## config.mk

```make
export PLATFORM = sky130hd
export DESIGN_NAME = reg_sweep_checker_timer
export DESIGN_NICKNAME = d
export VERILOG_FILES = /design/src/rtl/reg_sweep_checker_timer.sv
export SDC_FILE = /design/constraint.sdc
export NUM_CORES = 1
export LEC_CHECK = 0
export BUFFER_PORTS_ARGS = -buffer_cell sky130_fd_sc_hd__buf_2
export CORE_AREA = 2 2 39 41
export CTS_CLUSTER_SIZE = 40
export DETAILED_ROUTE_END_ITERATION = 12
export DIE_AREA = 0 0 41 43
export GPL_ROUTABILITY_DRIVEN = 0
export PLACE_DENSITY_LB_ADDON = 0.05
export SKIP_CTS_REPAIR_TIMING = 1
export SYNTH_ARGS = -nofsm -noshare
export SYNTH_HDL_FRONTEND = slang
export SYNTH_SLANG_ARGS = --single-unit
```

## constraint.sdc

```tcl
create_clock -name clk_i -period 3.9 [get_ports clk_i]
set_clock_uncertainty 0.15 [all_clocks]
set_input_delay 0.39 -clock clk_i [delete_from_list [all_inputs] [get_ports clk_i]]
set_output_delay 0.39 -clock clk_i [all_outputs]
set_load 0.01 [all_outputs]
```

## src/rtl/reg_sweep_checker_timer.sv

```systemverilog
// Loadable down-counter used by the sweep checker.
//   clk_i, rst_i : clock, asynchronous active-high reset
//   load_i       : load value_i (has priority over tick_i)
//   value_i      : load value
//   tick_i       : decrement by one; the count parks at zero
//   zero_o       : count is zero
module reg_sweep_checker_timer #(
    parameter int W = 4
) (
    input  logic         clk_i,
    input  logic         rst_i,
    input  logic         load_i,
    input  logic [W-1:0] value_i,
    input  logic         tick_i,
    output logic         zero_o
);

    logic [W-1:0] count_q;
    logic [W-1:0] count_d;

    always_comb begin
        count_d = count_q;
        if (load_i) begin
            count_d = value_i;
        end else if (tick_i && (count_q != '0)) begin
            count_d = count_q - 1'b1;
        end
    end

    always_ff @(posedge clk_i or posedge rst_i) begin
        if (rst_i) begin
            count_q <= '0;
        end else begin
            count_q <= count_d;
        end
    end

    assign zero_o = (count_q == '0);

endmodule

```

# Word-level counts from Yosys, hierarchy flattened
# Index checks and enable logic that the tools add are counted.
# totals
reg_bits	4
latchBits	0
ramBits	0
romBits	0
output_inout_bits	1
mem_count	0
# classes
n_addsub	1
n_mul	0
n_div	0
magnitude_cmp	0
n_eq_ne	0
shift	0
n_mux	2
n_bitwise	0
n_reduce_logical	4
# ops
op	count
2-to-1 mux 4 bit	2
logical NOT 4 bit	1
nonzero test 4 bit	1
subtractor 4 x 1 -> 4 bit, second input constant	1
nonzero test 2 bit	1
logical AND 1 bit	1

# Depth between registers and ports, before layout
# depth
word_depth	4
ltp_mapped	5

# Least setup slack after synthesis
# Ideal clock, no wire load.
# synth_timing
path_kind	reg2reg
startpoint	register count_q[0]
endpoint	register count_q[0]
setup_ns	0.124
arrival_ns	1.427
setup_slack_ns	2.199
stages_incl_launch_ff	6
path_buffers	0
period_less_slack_ns	1.701
cell_sequence	dfrtp_1 inv_1 ha_1 or3b_4 and3_4 o31a_1
# synth_via
elab_chain_cells	3
word_cells_on_any_way	6
classes_between	add/sub (1); mux (2); reduce/logical (3)
# synth_lines
element	line	rtl
start: declaration	18	logic [W-1:0] count_q;
start signal: assignment	34	count_q <= count_d;
subtractor 4 x 1 -> 4 bit or nonzero test 4 bit (tied branches)	26, 25	
2-to-1 mux 4 bit or logical AND 1 bit (tied branches)	25	end else if (tick_i && (count_q != '0)) begin
2-to-1 mux 4 bit or nonzero test 2 bit (tied branches)	--	
# Several ways; a longest one is shown, not always the timed one. The select of a mux whose other input is x is not followed.
# A chain may end at the register's enable or synchronous reset.

# Worst setup path after layout
# layout_timing
startpoint	register count_q[0]
endpoint	output port zero_o
# layout_via
elab_chain_cells	1
# layout_lines
element	line	rtl
logical NOT 4 bit	38	assign zero_o = (count_q == '0);
end: declaration	15	output logic zero_o
# No other way between the ends.

==> impl_metrics.tcl <==
set metrics [dict create \
    dr.pass1.iters 3 \
    root_buffer "clkbuf_4" \
    yosysSeqAreaShare 0.383 \
    top_register "count_q" \
    outcome "completed" \
    setup-tns-final_ns 0 \
    cp-startpoint "count_q[0]" \
    period_minus_slack_ns 2.07 \
    hold_class "primary input to register" \
    drt_iter0_drc 19 \
    post_drt_wl_per_cell_um 10.8 \
    syn_avg_cell_area_sq_um 9.34 \
    largest_reg_flops 4 \
    gr-usage-met1 0.0997 \
    ys_ff_latch 4 \
    initial_core_util 0.189 \
    rr_endpoint "count_q[0]" \
    hold_start "value_i[1]" \
    htreeDepth 1 \
    cp_max_fo 5 \
    largestRegisters "count_q x4" \
    grt_pass1_wl_um 924 \
    fin_nets 50 \
    min_to "count_q[1]" \
    fin_ws_ns 1.83 \
    pin_count 9 \
    fin_cells 55 \
    cts_tree "done" \
    fp.dieH_um 43 \
    setup_violations 0 \
    viasPerCell 4.58 \
    grt_pass1_vias 210 \
    use_met3 0.0785 \
    cp-end-kind "output pin" \
    drc_errors 0 \
    coreArea_sq_um 1380 \
    finalCritPeriodShare 0.530 \
    fill_cells 157 \
    portBuffers 8 \
    wirelength_um 596 \
    power_density_nw_per_um2 374 \
    ant_nets 0 \
    maxCapViolCount 0 \
    clockBufferDepth 2 \
    vias 252 \
    grtUsageTotal 0.0863 \
    layout-drive-gt1-share 0.359 \
    area.growth.synth_to_final_pct 34.0 \
    final_max_slew_viol_count 0 \
    die_w_um 41 \
    r2r_cells 5 \
    p_leak_nw 0.174 \
    arrival_ns 1.53 \
    holdPathStages 3 \
    dpl.hpwl_um 452 \
    ir_worst_vdd_v 0.000182 \
    grt_max_degree 10 \
    r2r-start "count_q[0]" \
    busiest_layer "met2" \
    clock.fmax_mhz 484 \
    syn-num-nets 37 \
    reg2reg_slack_ns 2.09 \
    antenna_cells 0 \
    clk_latency_ns 0.24 \
    dp_cells 51 \
    cp.required_ns 3.36 \
    rsz0062_at_grt "no" \
    fp-row-count 14 \
    yosysWarnings 0 \
    numCtsBuffers 3 \
    clkSinkCount 4 \
    pre_cts_ws_ns 2.08 \
    worst_pin_slew_ns 0.254 \
    met2_usage 0.106 \
    grt-ovfl-total 0 \
    worstSetupPathType "register to output pin" \
    ys_types 17 \
    antenna_found_initial 0 \
    critPathLaunchType "register" \
    synthCells 28 \
    dieArea_sq_um 1760 \
    synth_area_sq_um 262 \
    hold_viol_final 0 \
    relSlewSlack 0.830 \
    clkTransAtPathRegs_ns 0.03 \
]
## cells by family after synthesis
| group | synth area share |
|---|---|
| AO/OA/AOI/OAI | 0.201 |
| adder cells (fa/ha/maj) | 0.0478 |
| buffers and inverters | 0.0717 |
| flip-flops | 0.383 |
| AND/OR/NAND/NOR | 0.297 |
## per-layer routing
metal / wire, um / vias up
li1: - / 123
met1: 244 / 121
met2: 302 / 8
met3: 49 / 0
met4: 0 / 0
met5: 0 / -
## area by class of cell
| type | instances | area [sq um] | share of cell area |
|---|---|---|---|
| clock buffers | 3 | 22.5 | 0.0643 |
| inverters | 4 | 15.0 | 0.0429 |
| multi-input cells | 19 | 143 | 0.407 |
| flip-flops and latches | 4 | 100 | 0.286 |
| well taps | 16 | 20.0 | 0.0571 |
| repair buffers | 9 | 50.0 | 0.143 |
## worst max-delay path by stage
stage	slack, ns	end	cells after the start
5_1_grt	1.74	zero_o	5
3_5_place_dp	2.08	zero_o	5
2_1_floorplan	2.20	count_q[0]	5
6_report	1.83	zero_o	5
3_3_place_gp	2.09	zero_o	5
4_1_cts	1.82	zero_o	5
## layout by cell type, fill, tap and decap left out
cell type,count
a21oi_1,3
a221o_1,1
a31o_1,1
and3_4,1
and4b_1,1
buf_2,8
clkbuf_4,3
dfrtp_1,4
dlygate4sd3_1,1
ha_1,1
inv_1,4
nand2_1,3
nand2b_1,1
nor3_1,1
nor3b_1,1
nor4b_2,1
o21ai_1,2
o31a_1,1
or3b_4,1
## critical path: stages (launching register included)
cell	delay [ns]
dfrtp_1	0.38
inv_1	0.11
ha_1	0.21
or3b_4	0.42
inv_1	0.06
buf_2	0.12
## metrics by stage
step / hold slack [ns] / utilization / instance area (sq um) / power, W
3_5_place_dp: 0.127 / 0.230 / 318 / 0.0000800
3_3_place_gp: 0.122 / 0.230 / 318 / 0.0000800
2_1_floorplan: 0.00608 / - / 262 / 0.0000705
4_1_cts: -0.126 / 0.246 / 340 / 0.000133
5_1_grt: 0.222 / 0.253 / 350 / 0.000141
6_report: 0.223 / 0.253 / 350 / 0.000131
## synthesized netlist by cell type
cell      instances  share of area
dfrtp_1           4           0.38
ha_1              1          0.048
nor4b_2           1          0.057
nor3b_1           1          0.029
and3_4            1          0.043
o21ai_1           2          0.038
a221o_1           1          0.038
nand2_1           3          0.043
clkbuf_1          1          0.014
a31o_1            1          0.033
o31a_1            1          0.033
or3b_4            1          0.043
and4b_1           1          0.038
inv_1             4          0.057
nand2b_1          1          0.024
a21oi_1           3          0.057
nor3_1            1          0.019
## power by group
part / switching, W / internal, W / total [W]
clock: 0.0000170 / 0.0000344 / 0.0000514
sequential: 0.00000469 / 0.0000467 / 0.0000513
combinational: 0.0000132 / 0.0000152 / 0.0000284
total: 0.0000349 / 0.0000963 / 0.000131
Note: power is estimated with default switching activity, not from simulation.
